## config.mk

```make
export PLATFORM = sky130hd
export DESIGN_NAME = eth_rx_frame_filter
export DESIGN_NICKNAME = d
export VERILOG_FILES = /design/src/rtl/eth_rx_pkg.sv /design/src/rtl/axis_skid_buffer.sv /design/src/rtl/eth_rx_frame_filter.sv
export SDC_FILE = /design/constraint.sdc
export NUM_CORES = 1
export LEC_CHECK = 0
export BUFFER_PORTS_ARGS = -buffer_cell sky130_fd_sc_hd__buf_2
export CORE_MARGIN = 10
export CORE_UTILIZATION = 55
export CTS_BUF_LIST = sky130_fd_sc_hd__clkbuf_16
export DETAILED_ROUTE_END_ITERATION = 8
export PLACE_DENSITY = 0.84
export REMOVE_ABC_BUFFERS = 1
export SLEW_MARGIN = 5
export SYNTH_ARGS = -nofsm -noshare
export SYNTH_HDL_FRONTEND = slang
export SYNTH_SLANG_ARGS = --single-unit
```

## constraint.sdc

```tcl
create_clock -name i_clk -period 13.85 [get_ports i_clk]
set_clock_uncertainty 0.2 [all_clocks]
set_input_delay 2.77 -clock i_clk [delete_from_list [all_inputs] [get_ports i_clk]]
set_output_delay 2.77 -clock i_clk [all_outputs]
set_load 0.005 [all_outputs]
```

## src/rtl/eth_rx_pkg.sv

```systemverilog
// Shared types and constants for the receive-side Ethernet frame filter.
package eth_rx_pkg;

  typedef enum logic [1:0] {
    HDR,
    PAYLOAD,
    DROP
  } rx_state_t;

  localparam int          ETH_HDR_LEN   = 14;
  localparam logic [47:0] ETH_BCAST_MAC = 48'hFFFF_FFFF_FFFF;

  // Frame counters stick at all-ones instead of wrapping.
  function automatic logic [15:0] sat_inc(input logic [15:0] value);
    return (value == 16'hFFFF) ? value : value + 16'd1;
  endfunction

endpackage

```

## src/rtl/axis_skid_buffer.sv

```systemverilog
// Two-entry valid/ready buffer with a registered upstream ready, so the
// upstream ready path never depends combinationally on downstream ready.
module axis_skid_buffer #(
  parameter int WIDTH = 9
) (
  input  logic             clk,
  input  logic             rst,
  input  logic             s_valid,
  input  logic [WIDTH-1:0] s_data,
  output logic             s_ready,
  output logic             m_valid,
  output logic [WIDTH-1:0] m_data,
  input  logic             m_ready
);

  logic [WIDTH-1:0] mem_reg [2];
  logic             wr_ptr_reg;
  logic             rd_ptr_reg;
  logic [1:0]       count_reg;
  logic [1:0]       count_next;
  logic             s_ready_reg;
  logic             push;
  logic             pop;

  assign push       = s_valid && s_ready_reg;
  assign pop        = (count_reg != 2'd0) && m_ready;
  assign count_next = count_reg + {1'b0, push} - {1'b0, pop};

  always_ff @(posedge clk or posedge rst) begin
    if (rst) begin
      for (int i = 0; i < 2; i++) mem_reg[i] <= '0;
      wr_ptr_reg  <= 1'b0;
      rd_ptr_reg  <= 1'b0;
      count_reg   <= 2'd0;
      s_ready_reg <= 1'b0;
    end else begin
      if (push) begin
        mem_reg[wr_ptr_reg] <= s_data;
        wr_ptr_reg          <= ~wr_ptr_reg;
      end
      if (pop) rd_ptr_reg <= ~rd_ptr_reg;
      count_reg <= count_next;
      // Ready for the coming cycle is exact: at most one push can follow.
      s_ready_reg <= (count_next != 2'd2);
    end
  end

  assign s_ready = s_ready_reg;
  assign m_valid = (count_reg != 2'd0);
  assign m_data  = mem_reg[rd_ptr_reg];

endmodule

```

## src/rtl/eth_rx_frame_filter.sv

```systemverilog
// Parses the Ethernet header, keeps frames for this station (or broadcast)
// with the configured EtherType, and streams their payload out.
module eth_rx_frame_filter
  import eth_rx_pkg::*;
#(
  parameter logic [47:0] LOCAL_MAC        = 48'h02_00_00_00_00_01,
  parameter logic [15:0] ETHERTYPE        = 16'h88B5,
  parameter bit          ACCEPT_BROADCAST = 1'b1
) (
  input  logic        i_clk,
  input  logic        rst,
  input  logic        i_eth_rx_valid,
  input  logic [7:0]  i_eth_rx_data,
  input  logic        i_eth_rx_last,
  output logic        o_eth_rx_ready,
  output logic        o_payload_valid,
  output logic [7:0]  o_payload_data,
  output logic        o_payload_last,
  input  logic        i_payload_ready,
  output logic        o_hdr_valid,
  output logic [47:0] o_src_mac,
  output logic [15:0] o_ethertype,
  output logic [15:0] o_frames_accepted,
  output logic [15:0] o_frames_dropped
);

  localparam logic [3:0] LAST_HDR_IDX = 4'(ETH_HDR_LEN - 1);

  rx_state_t                       state_reg;
  logic [3:0]                      byte_cnt_reg;
  logic [8*(ETH_HDR_LEN-1)-1:0]    hdr_shift_reg;
  logic [8*ETH_HDR_LEN-1:0]        hdr_full;
  logic                            live_reg;
  logic                            skid_ready;
  logic                            rx_beat;
  logic                            hdr_match;
  logic [47:0]                     dest_mac;
  logic [47:0]                     src_mac;
  logic [15:0]                     rx_type;
  logic [8:0]                      skid_out;

  // Outside PAYLOAD nothing is buffered, so ready only waits for reset release.
  assign o_eth_rx_ready = (state_reg == PAYLOAD) ? skid_ready : live_reg;
  assign rx_beat        = i_eth_rx_valid && o_eth_rx_ready;

  // Byte 13 is still on the bus when the header is judged.
  assign hdr_full  = {hdr_shift_reg, i_eth_rx_data};
  assign dest_mac  = hdr_full[111:64];
  assign src_mac   = hdr_full[63:16];
  assign rx_type   = hdr_full[15:0];
  assign hdr_match = ((dest_mac == LOCAL_MAC) ||
                      (ACCEPT_BROADCAST && (dest_mac == ETH_BCAST_MAC))) &&
                     (rx_type == ETHERTYPE);

  always_ff @(posedge i_clk or posedge rst) begin
    if (rst) begin
      state_reg         <= HDR;
      byte_cnt_reg      <= 4'd0;
      hdr_shift_reg     <= '0;
      live_reg          <= 1'b0;
      o_hdr_valid       <= 1'b0;
      o_src_mac         <= 48'd0;
      o_ethertype       <= 16'd0;
      o_frames_accepted <= 16'd0;
      o_frames_dropped  <= 16'd0;
    end else begin
      live_reg    <= 1'b1;
      o_hdr_valid <= 1'b0;
      if (rx_beat) begin
        unique case (state_reg)
          HDR: begin
            hdr_shift_reg <= {hdr_shift_reg[8*(ETH_HDR_LEN-2)-1:0], i_eth_rx_data};
            if (i_eth_rx_last) begin
              byte_cnt_reg     <= 4'd0;
              o_frames_dropped <= sat_inc(o_frames_dropped);
            end else if (byte_cnt_reg == LAST_HDR_IDX) begin
              byte_cnt_reg <= 4'd0;
              if (hdr_match) begin
                state_reg         <= PAYLOAD;
                o_src_mac         <= src_mac;
                o_ethertype       <= rx_type;
                o_hdr_valid       <= 1'b1;
                o_frames_accepted <= sat_inc(o_frames_accepted);
              end else begin
                state_reg        <= DROP;
                o_frames_dropped <= sat_inc(o_frames_dropped);
              end
            end else begin
              byte_cnt_reg <= byte_cnt_reg + 4'd1;
            end
          end
          PAYLOAD: begin
            if (i_eth_rx_last) begin
              state_reg    <= HDR;
              byte_cnt_reg <= 4'd0;
            end
          end
          DROP: begin
            if (i_eth_rx_last) state_reg <= HDR;
          end
          default: state_reg <= HDR;
        endcase
      end
    end
  end

  axis_skid_buffer #(
    .WIDTH (9)
  ) u_payload_skid (
    .clk     (i_clk),
    .rst     (rst),
    .s_valid (i_eth_rx_valid && (state_reg == PAYLOAD)),
    .s_data  ({i_eth_rx_last, i_eth_rx_data}),
    .s_ready (skid_ready),
    .m_valid (o_payload_valid),
    .m_data  (skid_out),
    .m_ready (i_payload_ready)
  );

  assign o_payload_data = skid_out[7:0];
  assign o_payload_last = skid_out[8];

endmodule
```

==> impl_metrics.py <==
metrics = {
    "setup_path": {
        "cp-start-kind": "input port",
        "r2r_start": "state_reg[1]",
        "end_kind": "register",
        "cp_data_arrival_time_ns": 6.10,
        "required_ns": 14.03,
        "startpoint": "i_eth_rx_valid",
        "crit_fanout": 61,
        "crit_type": "in -> reg",
    },
    "final_layout": {
        "most-common-layout-cells": "231 x dfrtp_1, 179 x mux2_2, 120 x buf_2",
        "layoutNonFillerInstCount": 1024,
        "area_delta_synth_final_pct": 16.9,
        "nets": 808,
        "antenna_cells": 0,
        "final_common_cell": "dfrtp_1",
        "final_util_pct": 65.9,
        "drive_above_1_share_pct": 43.5,
        "largest_register_ffs": 104,
        "stdcell_area_um2": 11000,
    },
    "synth": {
        "synth.largest_area_cell": "dfrtp_1",
        "ys_warn_count": 0,
        "synthArstFlopShare_pct": 100,
        "synth.cell_area_um2": 9420,
        "synth-seq-cells": 231,
        "synth_ff_type": "dfrtp_1",
        "synth.top_cell.area_share_pct": 61.4,
        "synth_cell_type_count": 45,
        "synth_edf_count": 0,
        "synth.avg_cell_area_um2": 14.2,
        "synth_cells": 664,
        "yosysSeqAreaShare_pct": 61.4,
        "netlist_top_cells_area": "dfrtp_1 61%, mux2_2 21%, nand4_1 1.7%",
    },
    "grt": {
        "overflow": 0,
        "antenna_found_initial": 0,
        "grt_max_degree": 145,
        "grt_pass1_wl_um": 31800,
        "grt_pass1_vias": 6113,
        "grt_usage_pct": 16.9,
    },
    "clock_tree": {
        "htree_levels": 1,
        "postCtsSetupRepairBufs": 0,
        "cts_resized": 0,
        "clk_path_buf_depth": 3,
        "cts_root_buf": "clkbuf_16",
        "cts.sinks": 231,
        "clock_latency_ns": 0.50,
        "cts_buffers": 24,
        "ctsHoldBuffers": 0,
        "tritoncts": "built",
        "path_clk_slew_ns": 0.06,
    },
    "hold_path": {
        "min-delay-start": "o_ethertype[5]",
        "hp-class": "reg -> reg",
    },
    "pwr": {
        "irDropWorstVdd_mv": 0.109,
        "p_per_area_nw_per_um2": 166,
        "seqPwrFrac_pct": 52.7,
        "netSwitchingPower_w": 0.000487,
        "power_frac_clock_pct": 34.7,
        "intPower_w": 0.00134,
        "p_sw_share_pct": 26.6,
        "p_leak_nw": 5.52,
        "p_comb_share_pct": 12.5,
    },
    "drt": {
        "wirelength_um": 19500,
        "via_count": 5762,
        "drcViolationCount": 0,
        "viasPerCell": 5.63,
        "ant_nets": 0,
        "wl_per_cell_um": 19.0,
        "drt_first_pass_iters": 5,
        "drt_iter0_markers": 338,
    },
    "place": {
        "dpl_cell_area_um2": 10200,
        "dp_hpwl_um": 13100,
        "port_buffers": 120,
        "gp_congestion": 0.829,
        "dp.cells": 981,
    },
    "floorplan": {
        "die_x_um": 151,
        "io-pin-count": 121,
        "num_rows": 47,
        "coreArea_um2": 16700,
        "die_h_um": 151,
        "start_util_pct": 56.4,
        "die_area_um2": 22800,
    },
    "sta": {
        "slew_viol_final": 0,
        "finalSetupViolations": 0,
        "tightest_slew_ns": 1.06,
        "max_freq_ghz": 0.169,
        "slew_headroom_pct": 29.5,
        "rsz0062_at_grt": "false",
        "tns_ns": 0,
        "fin_crit_ns": 5.92,
        "post-route-period-util_pct": 42.7,
        "hold_viol": 0,
    },
    "outcome": {
        "outcome": "completed",
    },
    "flow_run": {
        "cap_violations": 0,
    },
}
## Yosys cell counts, types with 3 or more instances
master and n:
or2_2 9, clkbuf_1 13, buf_2 6, buf_1 5, nor2b_1 9, mux2_2 179, o21ai_0 9, nand2_1 20
xor2_1 16, ha_1 8, and3_1 7, nand4_1 26, inv_1 10, nand2b_1 5, dfrtp_1 231, nand3_1 18
nor3_1 7, nor4_1 22, and4_1 3, nor4b_1 3, or3_1 3, and2_1 6, xnor2_1 15, nor2_1 8
## power by group through the flow
stage	Combinational, W	Clock [W]	Sequential, W
5_1_grt	0.000255	0.000674	0.000987
4_1_cts	0.000234	0.000645	0.000962
6_report	0.000229	0.000635	0.000964
3_5_place_dp	0.000229	0	0.000971
2_1_floorplan	0.000187	0	0.000919
3_3_place_gp	0.000213	0	0.000958
## final timing paths
kind / endpoint / slack [ns] / depth (start not counted)
max: o_frames_accepted[15] / 7.93 / 7
min: o_ethertype[5] / 0.26 / 1
max reg2reg: o_frames_accepted[15] / 9.38 / 9
min reg2reg: o_ethertype[5] / 0.26 / 1
max in group asynchronous: o_frames_dropped[5] / 9.52 / 3
min in group asynchronous: o_ethertype[8] / 2.29 / 2
## stage by stage
stage / hold slack (ns) / worst slack, ns / power [W]
after floorplan: 0.244 / 4.55 / 0.00111
after CTS: 0.266 / 7.94 / 0.00184
after detailed placement: 0.251 / 7.44 / 0.00120
final: 0.263 / 7.93 / 0.00183
after global routing: 0.271 / 7.74 / 0.00192
after global placement: 0.245 / 7.58 / 0.00117
## logic make-up (layout without fill, tap and decap cells)
logic type      Yosys count  count (layout)  synth area share (%)
fa+ha+maj                 8               8                  1.06
mux                     182             182                  21.8
compound gates           21              21                  1.67
simple gates            154             154                  9.55
xor+xnor                 31              31                  2.88
buf+inv                  36             176                  1.61
flops                   231             231                  61.4
other cells               1               1                0.0398
## per-layer routing
layer | global-route usage [%] | vias up | share of wire (%)
met5 | 0 | - | 0
met4 | 3.80 | 0 | 1.8
met3 | 3.82 | 32 | 5.6
met2 | 29.9 | 146 | 51
met1 | 20.6 | 2940 | 41
li1 | - | 2644 | -
## critical path, cell delays in order
cell and delay [ns]:
buf_2 0.15, nand3_4 0.44, or3_1 0.60, a211oi_4 0.81
buf_4 0.70, nand4_1 0.23, mux2_1 0.36
## cell type report
| cell class | count | area [um2] |
|---|---|---|
| Tap cell | 220 | 275 |
| Clock buffer | 25 | 626 |
| Timing Repair Buffer | 123 | 623 |
| Sequential cell | 231 | 5780 |
| Multi-Input combinational cell | 397 | 3490 |
| Clock inverter | 18 | 165 |
| Inverter | 10 | 45.0 |
| Fill cell | 1196 | 5690 |
(Power assumes the default switching activity.)
